File: src/rtl/reg_bank_pkg.sv
// reg_bank_pkg: load destination codes and INC/DEC bit positions shared by
// the register bank, the control unit and the B-bus multiplexer.
package reg_bank_pkg;
    localparam logic [2:0] LD_NONE    = 3'd0;
    localparam logic [2:0] LD_PC      = 3'd1;
    localparam logic [2:0] LD_R1      = 3'd2;
    localparam logic [2:0] LD_R2      = 3'd3;
    localparam logic [2:0] LD_R3      = 3'd4;
    localparam logic [2:0] LD_R       = 3'd5;
    localparam logic [2:0] LD_AR      = 3'd6;
    localparam logic [2:0] LD_ILLEGAL = 3'd7;
    localparam int IDX_PC = 0;
    localparam int IDX_R1 = 1;
    localparam int IDX_R2 = 2;
    localparam int IDX_R  = 3;
endpackage

File: src/rtl/reg_bank_if.sv
// reg_bank_if: B-bus load/step controls and registered bank outputs.
// DEC is present only when REG_BANK_DEC_EN is defined.
interface reg_bank_if #(parameter int WIDTH = 16);
    logic [WIDTH-1:0] B_bus;
    logic [2:0]       LDsel;
    logic [3:0]       INC;
`ifdef REG_BANK_DEC_EN
    logic [3:0]       DEC;
`endif
    logic [WIDTH-1:0] PC, R1, R2, R3, R, AR;
    logic             Z;
    logic             ERR;
    modport master (
        output B_bus, LDsel, INC,
`ifdef REG_BANK_DEC_EN
        output DEC,
`endif
        input PC, R1, R2, R3, R, AR, Z, ERR
    );
    modport slave (
        input B_bus, LDsel, INC,
`ifdef REG_BANK_DEC_EN
        input DEC,
`endif
        output PC, R1, R2, R3, R, AR, Z, ERR
    );
endinterface

File: src/rtl/reg_bank_cell.sv
// reg_cell: WIDTH-bit register, priority load > inc/dec > hold, async reset.
// With REG_BANK_DEC_EN, simultaneous inc and dec cancel.
module reg_cell #(parameter int WIDTH = 16) (
    input  logic             clk,
    input  logic             reset,
    input  logic             load,
    input  logic             inc,
`ifdef REG_BANK_DEC_EN
    input  logic             dec,
`endif
    input  logic [WIDTH-1:0] d_i,
    output logic [WIDTH-1:0] q_o
);
    logic [WIDTH-1:0] q_q, q_d;
`ifdef REG_BANK_DEC_EN
    always_comb q_d = load ? d_i : (inc & ~dec) ? q_q + 1'b1 : (dec & ~inc) ? q_q - 1'b1 : q_q;
`else
    always_comb q_d = load ? d_i : inc ? q_q + 1'b1 : q_q;
`endif
    always_ff @(posedge clk or posedge reset)
        if (reset) q_q <= '0;
        else q_q <= q_d;
    assign q_o = q_q;
endmodule

File: src/rtl/reg_bank.sv
// reg_bank: six B-bus destination registers with per-register increments,
// zero flag on R and sticky illegal-load flag. Optional: REG_BANK_DEC_EN.
module reg_bank
    import reg_bank_pkg::*;
#(parameter int WIDTH = 16) (
    input logic        clk,
    input logic        reset,
    reg_bank_if.slave  bus
);
    localparam int N = 6;
    logic [N-1:0]     ld, inc;
    logic [WIDTH-1:0] q [N];
    logic             err_q, err_d;
    // cell order follows the load codes: PC, R1, R2, R3, R, AR
    assign inc = {1'b0, bus.INC[IDX_R], 1'b0, bus.INC[IDX_R2], bus.INC[IDX_R1], bus.INC[IDX_PC]};
`ifdef REG_BANK_DEC_EN
    logic [N-1:0] dec;
    assign dec = {1'b0, bus.DEC[IDX_R], 1'b0, bus.DEC[IDX_R2], bus.DEC[IDX_R1], bus.DEC[IDX_PC]};
`endif
    for (genvar g = 0; g < N; g++) begin : g_cell
        assign ld[g] = bus.LDsel == 3'(g + 1);
        reg_cell #(.WIDTH(WIDTH)) u_cell (
            .clk   (clk),
            .reset (reset),
            .load  (ld[g]),
            .inc   (inc[g]),
`ifdef REG_BANK_DEC_EN
            .dec   (dec[g]),
`endif
            .d_i   (bus.B_bus),
            .q_o   (q[g])
        );
    end
    always_comb err_d = err_q | (bus.LDsel == LD_ILLEGAL);
    always_ff @(posedge clk or posedge reset)
        if (reset) err_q <= 1'b0;
        else err_q <= err_d;
    assign bus.PC  = q[LD_PC - 1];
    assign bus.R1  = q[LD_R1 - 1];
    assign bus.R2  = q[LD_R2 - 1];
    assign bus.R3  = q[LD_R3 - 1];
    assign bus.R   = q[LD_R - 1];
    assign bus.AR  = q[LD_AR - 1];
    assign bus.Z   = q[LD_R - 1] == '0;
    assign bus.ERR = err_q;
endmodule

File: src/flat_wrapper.sv
// flat-port wrapper written by rule: the top's interface ports become plain ports
module reg_bank_flat import reg_bank_pkg::*;
#(parameter int WIDTH = 16)
  (clk, reset, bus_B_bus, bus_LDsel, bus_INC, bus_PC, bus_R1, bus_R2, bus_R3, bus_R, bus_AR, bus_Z, bus_ERR);
  reg_bank_if #(.WIDTH(WIDTH)) bus_i ();
  input logic clk;
  input logic reset;
  input wire logic [$bits(bus_i.B_bus)-1:0] bus_B_bus;
  input wire logic [$bits(bus_i.LDsel)-1:0] bus_LDsel;
  input wire logic [$bits(bus_i.INC)-1:0] bus_INC;
  output wire logic [$bits(bus_i.PC)-1:0] bus_PC;
  output wire logic [$bits(bus_i.R1)-1:0] bus_R1;
  output wire logic [$bits(bus_i.R2)-1:0] bus_R2;
  output wire logic [$bits(bus_i.R3)-1:0] bus_R3;
  output wire logic [$bits(bus_i.R)-1:0] bus_R;
  output wire logic [$bits(bus_i.AR)-1:0] bus_AR;
  output wire logic [$bits(bus_i.Z)-1:0] bus_Z;
  output wire logic [$bits(bus_i.ERR)-1:0] bus_ERR;
  assign bus_i.B_bus = bus_B_bus;
  assign bus_i.LDsel = bus_LDsel;
  assign bus_i.INC = bus_INC;
  assign bus_PC = bus_i.PC;
  assign bus_R1 = bus_i.R1;
  assign bus_R2 = bus_i.R2;
  assign bus_R3 = bus_i.R3;
  assign bus_R = bus_i.R;
  assign bus_AR = bus_i.AR;
  assign bus_Z = bus_i.Z;
  assign bus_ERR = bus_i.ERR;
  reg_bank #(.WIDTH(WIDTH)) u_core (.clk(clk), .reset(reset), .bus(bus_i));
endmodule
File: config.mk
export PLATFORM = sky130hd
export DESIGN_NAME = reg_bank_flat
export DESIGN_NICKNAME = d
export VERILOG_FILES = /design/src/rtl/reg_bank_pkg.sv /design/src/rtl/reg_bank_if.sv /design/src/rtl/reg_bank_cell.sv /design/src/rtl/reg_bank.sv /design/src/flat_wrapper.sv
export SDC_FILE = /design/constraint.sdc
export NUM_CORES = 1
export LEC_CHECK = 0
export CORE_MARGIN = 1
export CORE_UTILIZATION = 35
export CTS_CLUSTER_SIZE = 16
export DETAILED_ROUTE_END_ITERATION = 6
export HOLD_SLACK_MARGIN = 0.02
export SLEW_MARGIN = 5
export SYNTH_ARGS = -nofsm -noshare
export SYNTH_HDL_FRONTEND = slang
export SYNTH_SLANG_ARGS = --single-unit
File: constraint.sdc
create_clock -name clk -period 6.5 [get_ports clk]
set_input_delay 1.3 -clock clk [delete_from_list [all_inputs] [get_ports clk]]
set_output_delay 1.3 -clock clk [all_outputs]
set_load 0.01 [all_outputs]
Word-level counts from Yosys, hierarchy flattened:

Cells that the tools add are included.

* register bits: 97
* input bits: 25
* output and inout bits: 98
* word-level logic and storage cells: 32

* add/sub/neg operators: 4
* eq/ne operators: 7
* mux-type cells: 8
* bitwise logic cells: 1
* reductions and logical operators: 5

Operators by type and width (count)
* $mux 16: 8
* $add 16x1->16 const B: 4
* $logic_not 16->1: 1
* $eq 3x3->1 const B: 4
* $reduce_bool 2->1: 4
* $eq 3x2->1 const B: 2
* $eq 3x1->1 const B: 1
* $or 1x1->1: 1

Longest topological paths before layout:

* word-level depth: 3
* mapped depth: 6
* depth with buffers taken out: 5

Hierarchy:

Synthesis repeated with hierarchy kept, for this count alone.

* cells, all modules: 621
* area total of the unflattened synthesis: 5664.2 um^2

Modules (own cells, without submodules)
* reg_cell: instances 6, cells each 101, area each 923.4 um^2, seq. area each 400.4 um^2
* reg_bank: instances 1, cells each 15, area each 123.9 um^2, seq. area each 25.0 um^2

Worst setup path before layout:

Ideal clock, no wire load.

* path kind: input-to-reg
* start point: input port bus_LDsel[0]
* end point: register u_core.g_cell[3].u_cell.q_q[0]
* setup time: 125 ps
* data arrival time: 2402 ps
* data required time: 6375 ps
* slack: 3973 ps
* cell stages on the path: 4
* path buffers: 2
* cells stage by stage: buf_2 -> nor3b_2 -> buf_4 -> mux2_2

* longest elaborated chain between the ends: 1

RTL lines
* start, declared: RTL line flat_wrapper.sv:9 `input wire logic [$bits(bus_i.LDsel)-1:0] bus_LDsel;`
* $eq 3x3->1: RTL line reg_bank.sv:21 `assign ld[g] = bus.LDsel == 3'(g + 1);`
* end signal, assigned: RTL line reg_bank_cell.sv:22 `else q_q <= q_d;`
* end, declared: RTL line reg_bank_cell.sv:14 `logic [WIDTH-1:0] q_q, q_d;`

No other way between the ends.
A chain may end at the register's enable or synchronous reset.

Worst setup path in the final report:

* start point: input port bus_LDsel[2]
* end point: register u_core.g_cell[3].u_cell.q_q[1]

Same word-level chain as after synthesis.

==> flow_summary.json <==
{
  "globalRouteOverflowTotal": 0,
  "io_pins": 123,
  "wl_per_cell_um": 18.0,
  "fin_setup_tns_ns": 0,
  "antenna_found_initial": 0,
  "clkTransAtPathRegs_ns": 0.07,
  "cts.repair.resized": 0,
  "synth.area.top_cells": "dfrtp_1 49%, mux2_2 7.1%, xnor2_1 6.2%",
  "synth_ff_type": "dfrtp_1",
  "crit_family": "simple AND/OR/NAND/NOR gates",
  "total_leakage_power_uw": 0.00252,
  "endpoint_kind": "register",
  "htree_levels": 3,
  "cts_buffer_depth": 2,
  "vias_per_cell": 5.23,
  "ys_warn_count": 0,
  "max_freq_mhz": 308,
  "clock_latency_ns": 0.34,
  "cts_setup_buffers": 0,
  "ys_ff_latch": 97,
  "drive_gt1_share_pct": 11.3,
  "critPathMaxFanout": 16,
  "gp_congestion": 0.822,
  "cts.sinks": 97,
  "cts_buffers": 9,
  "slowest_stage": "nor3b_2",
  "die_h_um": 121,
  "nNetsFinal": 627,
  "num_rows": 42,
  "cts_hold_buffers": 0,
  "drt_iter0_drc": 231,
  "drc": 0,
  "yosysTopAreaCell": "dfrtp_1",
  "critPathBufInv": 1,
  "grt_pass1_wl_mm": 21.9,
  "max-vdd-ir-drop_uv": 142,
  "port_buffers": 122,
  "min_period_over_period_pct": 50.0,
  "syn_nets": 514,
  "dr.pass1.iters": 4,
  "hold_violations": 0,
  "syn_area_per_cell_sq_um": 10.2,
  "worst_slew_pin_slew_ns": 1.34,
  "seqCellArea_sq_um": 2430,
  "worstPathRequired_ns": 6.73,
  "min_period_ns": 3.25,
  "root_buffer": "clkbuf_16",
  "synth-edff-count": 0,
  "worstHoldPathCells": 1,
  "fillCellCount": 1230,
  "finClkSkew_ns": 0.00582,
  "routed_wl_mm": 14.0,
  "ant_nets": 0,
  "syn_area_sq_um": 4920,
  "start_util_pct": 36.5,
  "multiInputGateArea_sq_um": 2350,
  "grt_pass1_vias": 3910,
  "pre_cts_slack_ns": 2.94,
  "relSlewSlack_pct": 10.6,
  "path_depth": 3,
  "fp.coreArea_sq_um": 13500,
  "setup_viol": 0,
  "slowest_delay_ns": 1.11,
  "synth_top_area_share_pct": 49.3,
  "vias": 4070,
  "grt_max_degree": 61,
  "maxSlewViolCount": 0,
  "cts_tree": "yes",
  "power_per_cell_area_nw_per_um2": 349,
  "syn_inst": 484,
  "yosys.cell_types.count": 43,
  "hold_path.class": "reg -> reg",
  "fin_ws_ns": 3.25,
  "ys_async_sr_fraction_pct": 100,
  "antenna_cells": 0,
  "rsz0062_at_grt": "false",
  "drv_cap": 0,
  "crit_chain": "clkdlybuf4s50_1, nor3b_2, mux2_2",
  "hpwl_mm": 9.79,
  "layout_common_cells": "122 x clkdlybuf4s50_1, 97 x dfrtp_1, 78 x nand2_1",
  "mostFrequentLayoutCell": "clkdlybuf4s50_1",
  "track_usage_pct": 20.0,
  "total_power_uw": 2320,
  "dieArea_sq_um": 14500,
  "die_w_um": 121,
  "ys_seq_area_share_pct": 49.3,
  "status": "completed",
  "cp-start-kind": "input port",
  "area_growth_syn_to_layout_pct": 35.2,
  "criticalPathCategory": "in -> reg",
  "arrival_ns": 3.48,
  "r2r_cells": 4
}
worst paths after layout:
kind,slack [ns],endpoint,startpoint
min in group asynchronous,1.33,u_core.g_cell[5].u_cell.q_o[3],reset
worst min-delay path,0.51,u_core.g_cell[3].u_cell.q_o[2],u_core.g_cell[3].u_cell.q_o[2]
worst min register to register,0.51,u_core.g_cell[3].u_cell.q_o[2],u_core.g_cell[3].u_cell.q_o[2]
max in group asynchronous,4.01,u_core.g_cell[4].u_cell.q_o[13],reset
worst max register to register,4.77,u_core.g_cell[2].u_cell.q_o[15],u_core.g_cell[2].u_cell.q_o[5]
worst max-delay path,3.25,u_core.g_cell[3].u_cell.q_o[1],bus_LDsel[2]
cells in the mapped netlist, types with 3 or more instances:
library cell	n
nand2b_1	5
dfrtp_1	97
nand4_2	4
nor2_1	16
mux2i_1	5
a31o_2	3
nand2_1	78
nor3_1	14
clkbuf_1	8
o21ai_0	40
nand3_1	16
buf_4	3
nand4_1	20
buf_2	11
nand3_2	3
ha_1	5
nand3b_1	3
and3_1	4
mux2_2	31
xnor2_1	35
xor2_1	16
o21ai_1	13
nor4_1	11
o31a_1	6
and4_1	4
inv_1	11
through the flow:
| step | utilization (%) | hold slack (ns) | instance area, sq um | cells |
|---|---|---|---|---|
| final | 49.3 | 0.511 | 6660 | 778 |
| after global routing | 49.3 | 0.523 | 6660 | 778 |
| after CTS | 49.3 | 0.498 | 6660 | 778 |
| after detailed placement | 46.6 | 0.478 | 6290 | 762 |
| after global placement | 46.6 | 0.473 | 6290 | 762 |
| after floorplan | - | 0.512 | 4920 | 484 |
flip-flops by register name (all words and copies together), names as in the netlist:
register	flops
u_core.bus.ERR	1
u_core.g_cell.u_cell.q_o	96
cell families (layout without fill, tap and decap cells):
family	count (synthesis)	after routing	share of synthesized area, %
compound gates	69	69	8.03
xor+xnor	51	51	9.07
fa+ha+maj	5	5	1.27
buf+inv	34	152	3.10
flops	97	97	49.3
mux	37	37	8.33
simple gates	191	191	20.9
layout make-up:
| class | instances | share of cell area [%] |
|---|---|---|
| Clock inverter | 6 | 2.07 |
| Inverter | 11 | 0.658 |
| Tap cell | 176 | 3.31 |
| Clock buffer | 10 | 3.44 |
| Multi-Input combinational cell | 353 | 35.4 |
| Timing Repair Buffer | 125 | 18.7 |
| Sequential cell | 97 | 36.5 |
layer usage:
layer	vias up	routed length [um]	global-route usage [%]	part of all wire (%)
met1	1990	6350	27.9	45
met3	18	972	3.16	6.9
met2	137	6460	31.7	46
met4	0	215	6.87	1.5
li1	1925	-	-	-
met5	-	0	0	0
report_power, final:
part,total [uW],internal [uW],switching (uW)
clock,651,418,233
combinational,706,411,295
sequential,966,750,216
Power figures use the tool's default switching activity.
